==> src/rtl/btn_debounce_pulse.sv <==
// Button debounce: accepts a level change only after a stable run of
// STABLE_CYCLES samples, then emits a one-cycle rise or fall pulse.
module btn_debounce_pulse #(
  parameter  int STABLE_CYCLES = 16,
  localparam int CNT_W = $clog2(STABLE_CYCLES)
) (
  input  logic clk,
  input  logic rst,
  input  logic sig_in,
  output logic level,
  output logic rise_pulse,
  output logic fall_pulse
);

  typedef enum logic [1:0] {
    S_LOW,
    S_RISE_CHK,
    S_HIGH,
    S_FALL_CHK
  } state_e;

  localparam logic [CNT_W-1:0] LAST = CNT_W'(STABLE_CYCLES - 1);
  localparam logic [CNT_W-1:0] ONE  = CNT_W'(1);

  state_e           state_q, state_d;
  logic [CNT_W-1:0] cnt_q, cnt_d;
  logic             level_q, level_d;
  logic             rise_q, rise_d;
  logic             fall_q, fall_d;

  always_comb begin
    state_d = state_q;
    cnt_d   = '0;
    level_d = level_q;
    rise_d  = 1'b0;
    fall_d  = 1'b0;
    unique case (state_q)
      S_LOW: begin
        if (sig_in) begin
          state_d = S_RISE_CHK;
          cnt_d   = ONE;
        end
      end
      S_RISE_CHK: begin
        // any low sample aborts the run; no partial credit
        if (!sig_in) begin
          state_d = S_LOW;
        end else if (cnt_q == LAST) begin
          state_d = S_HIGH;
          level_d = 1'b1;
          rise_d  = 1'b1;
        end else begin
          cnt_d = cnt_q + ONE;
        end
      end
      S_HIGH: begin
        if (!sig_in) begin
          state_d = S_FALL_CHK;
          cnt_d   = ONE;
        end
      end
      S_FALL_CHK: begin
        if (sig_in) begin
          state_d = S_HIGH;
        end else if (cnt_q == LAST) begin
          state_d = S_LOW;
          level_d = 1'b0;
          fall_d  = 1'b1;
        end else begin
          cnt_d = cnt_q + ONE;
        end
      end
      default: state_d = S_LOW;
    endcase
  end

  always_ff @(posedge clk) begin
    if (rst) begin
      state_q <= S_LOW;
      cnt_q   <= '0;
      level_q <= 1'b0;
      rise_q  <= 1'b0;
      fall_q  <= 1'b0;
    end else begin
      state_q <= state_d;
      cnt_q   <= cnt_d;
      level_q <= level_d;
      rise_q  <= rise_d;
      fall_q  <= fall_d;
    end
  end

  assign level      = level_q;
  assign rise_pulse = rise_q;
  assign fall_pulse = fall_q;

endmodule

==> config.mk <==
export PLATFORM = sky130hd
export DESIGN_NAME = btn_debounce_pulse
export DESIGN_NICKNAME = d
export VERILOG_FILES = /design/src/rtl/btn_debounce_pulse.sv
export SDC_FILE = /design/constraint.sdc
export NUM_CORES = 1
export LEC_CHECK = 0
export BUFFER_PORTS_ARGS = -buffer_cell sky130_fd_sc_hd__buf_2
export CORE_AREA = 5 5 42 44
export DETAILED_ROUTE_END_ITERATION = 12
export DIE_AREA = 0 0 47 49
export PLACE_DENSITY = 0.54
export SLEW_MARGIN = 20
export SYNTH_ARGS = -nofsm -noshare
export SYNTH_HDL_FRONTEND = slang
export SYNTH_SLANG_ARGS = --single-unit
export TNS_END_PERCENT = 5
==> constraint.sdc <==
create_clock -name clk -period 1.3 [get_ports clk]
set_input_delay 0 -clock clk [delete_from_list [all_inputs] [get_ports clk]]
set_output_delay 0 -clock clk [all_outputs]
set_load 0.01 [all_outputs]
==> results.cfg, run 1 <==
[run_status]
status = complete, no violations

[clock_network]
clk_pin_slew_worst_paths_ns = 0.06
clk_latency_ns = 0.26
cts_tree = yes
clk_path_buf_depth = 2
cts_made_buffers = 3
clock_sink_count = 9
htree_levels = 1
clock-root-buffer = clkbuf_4

[global_routing]
grt_pass1_vias = 278
grt_pass1_wl_um = 1080
grt_max_degree = 7
grt_antenna_before_repair = 0
gr-usage-all-layers = 0.0670
grt_remaining_overflow = 0

[sta]
tns_ns = 0
setup_viol = 0
rsz0062_at_grt = false
post-route-min-period_ns = 1.22
relSlewSlack = 0.858
hold_viol = 0
max_freq_ghz = 0.817
maxSlewViolCount = 0
fin_crit_sh = 0.942
final.setup_skew_ns = 0.00478
worst_pin_slew_ns = 0.210

[floorplan]
start_util = 0.252
die_w_um = 47
rows = 14
die-area_mm2 = 0.00230
die_height_um = 49
core_area_mm2 = 0.00140
ios = 6

[final_layout]
drive_gt1_frac = 0.298
mostFrequentLayoutCell = dfxtp_1
syn_to_final_growth_pct = 32.3
layout_common_cells = dfxtp_1 (9), buf_2 (5)
nets = 52
final_cells = 63
diodes = 0

[pwr]
switching_share = 0.213
p_sw_uw = 114
pwr-share-comb = 0.073
pwr-share-seq = 0.534
ir_worst_vdd_mv = 0.637
power_density_mw_per_mm2 = 1150
pwr-share-clk = 0.393
leakage_nw = 0.203
internal-power_uw = 422

[place]
dpl.cell_count = 57
numPortBuffers = 5
dp_hpwl_um = 457
place_congestion = 0.630

[worst_setup_path]
cp.required_ns = 1.45
critical_path_class = flip-flop to flip-flop
crit_arrival_ns = 1.38
crit_fanout = 6
cp-start-kind = flip-flop
reg2regPathDepth = 4
cp-end-kind = flip-flop

[route]
routedWlPerCell_um = 9.76
first_iter_violations = 3
wirelength_um = 615
drc_errors = 0
firstDrtPassIters = 4
vias = 285
via_per_inst = 4.52
postRouteAntennaNets = 0

[yosys]
ys_seq_elements = 9
yosys.area.top_type = dfxtp_1
seq_area_frac_synth = 0.511
synth-main-ff-cell = dfxtp_1
synth_top_cell_area_share = 0.511
ys_top_cells_by_area = dfxtp_1 (51%), a21boi_4 (5.3%), nand3b_1 (4.3%)
synth_fp_nets = 37
syn_inst = 33
synthDistinctLibCells = 18
synth-edff-count = 0
synth_area_um2 = 353
yosys_warnings = 0
async_flop_share = 0
post_synth.cell_area_avg_um2 = 10.7

[worst_hold_path]
min_delay_path_depth = 2
min_path_type = flip-flop to flip-flop

[run]
max_cap_violations = 0
[cell type report]
cell class	instances	area, um2
Fill cell	156	935
Inverter	3	11.3
Clock buffer	4	26.3
Tap cell	16	20.0
Timing Repair Buffer	10	67.6
Sequential cell	9	180
Multi-Input combinational cell	21	161
[what timing repair did]
item,CTS,global route
endpoints found under the hold margin,4,0
hold buffers,2,0
setup buffers,0,0
gates resized for setup,0,0
[worst max-delay path, stage by stage, from the launching register on]
cell	delay, ns
dfxtp_1	0.35
ha_1	0.18
nand4_2	0.18
and3b_2	0.28
a21boi_4	0.13
[cell usage after synthesis, types with 2 or more instances]
master / number
a21oi_1: 2
nand3b_1: 2
nor2_1: 3
o21ai_0: 2
inv_1: 3
dfxtp_1: 9
[metrics by stage]
| step | hold WS (ns) | instance area, um2 | worst slack, ns | utilization | total power, mW |
|---|---|---|---|---|---|
| 2_1_floorplan | 0.0694 | 353 | 0.0293 | - | 0.310 |
| 3_3_place_gp | 0.235 | 420 | 0.0978 | 0.300 | 0.327 |
| 3_5_place_dp | 0.232 | 420 | 0.0873 | 0.300 | 0.328 |
| 5_1_grt | 0.523 | 467 | 0.0208 | 0.333 | 0.576 |
| 6_report | 0.482 | 467 | 0.0759 | 0.333 | 0.537 |
| 4_1_cts | 0.485 | 467 | 0.0722 | 0.333 | 0.551 |
[logic make-up after synthesis]
| kind of cell | count (synthesis) | share of synthesized area |
|---|---|---|
| xor gates and xnor gates | 2 | 0.0497 |
| muxes | 1 | 0.0284 |
| DFF | 9 | 0.511 |
| buffers and inverters | 3 | 0.0319 |
| adders and majority gates | 1 | 0.0355 |
| AOI/OAI and AO/OA | 6 | 0.128 |
| and+or+nand+nor | 11 | 0.216 |
[path summary, 6_finish.rpt]
path	start	end	slack (ns)
worst min-delay path	level	level	0.48
worst max-delay path	cnt_q[1]	cnt_q[0]	0.08
worst max register to register	cnt_q[1]	cnt_q[0]	0.08
worst min register to register	level	level	0.48
[per-layer routing]
layer / vias to the layer above / GRT usage / routed length (um)
met3: 0 / 0.0664 / 38
met5: - / 0 / 0
li1: 145 / - / -
met4: 0 / 0 / 0
met1: 132 / 0.0752 / 279
met2: 8 / 0.0973 / 296
[power by group through the flow]
stage	registers [mW]	clock network, mW	logic, mW
2_1_floorplan	0.297	0	0.0135
3_3_place_gp	0.293	0	0.0342
3_5_place_dp	0.293	0	0.0347
4_1_cts	0.287	0.225	0.0393
5_1_grt	0.287	0.245	0.0436
6_report	0.286	0.211	0.0391
(Power assumes the default switching activity.)
==> run 2: changes to the inputs <==
--- a/config.mk
+++ b/config.mk
@@ -7,6 +7,7 @@
 export LEC_CHECK = 0
 export BUFFER_PORTS_ARGS = -buffer_cell sky130_fd_sc_hd__buf_2
 export CORE_AREA = 5 5 42 44
+export CTS_BUF_LIST = sky130_fd_sc_hd__clkbuf_16
 export DETAILED_ROUTE_END_ITERATION = 12
 export DIE_AREA = 0 0 47 49
 export PLACE_DENSITY = 0.54
==> results.cfg, run 2 (synthesis results as in run 1) <==
[sta]
post-route-min-period_ns = 1.21
whs_ns = 0.00933
hold_viol = 0
worst_pin_slew_ns = 0.209
max_freq_ghz = 0.828
rsz0062_at_grt = false
setup_viol = 0
relSlewSlack = 0.858
fin_crit_sh = 0.929
final.setup_skew_ns = 0.00258
tns_ns = 0
maxSlewViolCount = 0

[worst_setup_path]
critical_path_class = flip-flop to flip-flop
crit_fanout = 6
regToRegSetupSlack_ns = 0.09
crit_chain = ha_1 > nand4_2 > and3b_2 > a21boi_4
cp-end-kind = flip-flop
crit_arrival_ns = 1.33
cp.required_ns = 1.43
cp_slowest_stage_delay_ns = 0.34
cpMaxStageDelayCell = dfxtp_1
cp-start-kind = flip-flop

[floorplan]
ios = 6
die-area_mm2 = 0.00230
core_area_mm2 = 0.00140
start_util = 0.252
die_height_um = 49
rows = 14
die_w_um = 47

[clock_network]
cts_made_buffers = 3
clk_pin_slew_worst_paths_ns = 0.04
htree_levels = 1
cts_tree = yes
cts.repair.resized = 0
clk_latency_ns = 0.24
clock_sink_count = 9
clock-root-buffer = clkbuf_16
clk_path_buf_depth = 2

[place]
numPortBuffers = 5
dp_hpwl_um = 457
place_congestion = 0.630
placed_area_um2 = 420

[worst_hold_path]
min_path_type = input port to flip-flop

[pwr]
power_density_mw_per_mm2 = 1690
ir_worst_vdd_mv = 0.951
leakage_nw = 0.227

[global_routing]
grt_pass1_wl_um = 1140
grt_pass1_vias = 278
grtUsageMet3 = 0.0664
met2_usage = 0.0928
grt_remaining_overflow = 0
use_met1 = 0.0796
grt_busiest_layer = met2
grt_max_degree = 7
gr-usage-all-layers = 0.0797
grt_antenna_before_repair = 0

[route]
firstDrtPassIters = 3
routedWlPerCell_um = 10.6
first_iter_violations = 3
via_per_inst = 4.58
drc_errors = 0
vias = 284
postRouteAntennaNets = 0
wirelength_um = 656

[run]
max_cap_violations = 0

[final_layout]
mostFrequentLayoutCell = dfxtp_1
nets = 51
fill_cells = 151
drive_gt1_frac = 0.304
fin_util = 0.363
diodes = 0
layout_common_cells = dfxtp_1 (9), buf_2 (5), inv_1 (4)
final_cell_area_um2 = 509
syn_to_final_growth_pct = 44.3

[run_status]
status = complete, no violations
run 2: changes by cell type in the layout (fill, tap and decap cells not counted), sizes merged:
cell,previous run,this run
clkbuf,4,3
dlygate4sd3,2,1
inv,3,4
run 2: final timing paths:
check,startpoint,end,cells after the start
min reg2reg,level,level,2
max reg2reg,cnt_q[1],cnt_q[0],4
min,sig_in,fall_pulse,2
max,cnt_q[1],cnt_q[0],4
run 2: layer usage:
metal	wire length (um)	vias to the layer above
met1	288	130
met4	37	0
met2	279	7
met5	0	-
li1	-	142
met3	51	5
run 2: power breakdown:
group | switching, mW | internal, mW | leakage [nW]
registers | 0.00392 | 0.284 | 0.0732
logic | 0.0171 | 0.0196 | 0.111
clock network | 0.136 | 0.402 | 0.0423
total | 0.157 | 0.706 | 0.227
run 2: area by class of cell:
class                           count  area, um2  area share
Multi-Input combinational cell     21        161       0.317
Timing Repair Buffer                9       57.6       0.113
Tap cell                           16       20.0      0.0393
Sequential cell                     9        180       0.354
Inverter                            3       11.3      0.0221
Clock buffer                        3       75.1       0.147
Clock inverter                      1       3.75     0.00737
run 2: timing repair:
item / CTS / global route
setup buffers: 0 / 0
hold buffers: 1 / 0
hold endpoints to repair: 4 / 0
run 2: stage by stage:
| step | std cells | setup slack (ns) | power (mW) |
|---|---|---|---|
| detailed placement | 57 | 0.0873 | 0.328 |
| CTS | 62 | 0.0758 | 0.881 |
| floorplan | 33 | 0.0293 | 0.310 |
| global route | 62 | 0.0249 | 0.905 |
| finish | 62 | 0.0926 | 0.863 |
| global placement | 57 | 0.0978 | 0.327 |
run 2: worst max-delay path: cells and delay by family (launching register included):
family	cells	cell delay (ns)
AND/OR/NAND/NOR	2	0.44
flip-flops	1	0.34
adder cells (fa/ha/maj)	1	0.18
AO/OA/AOI/OAI	1	0.13
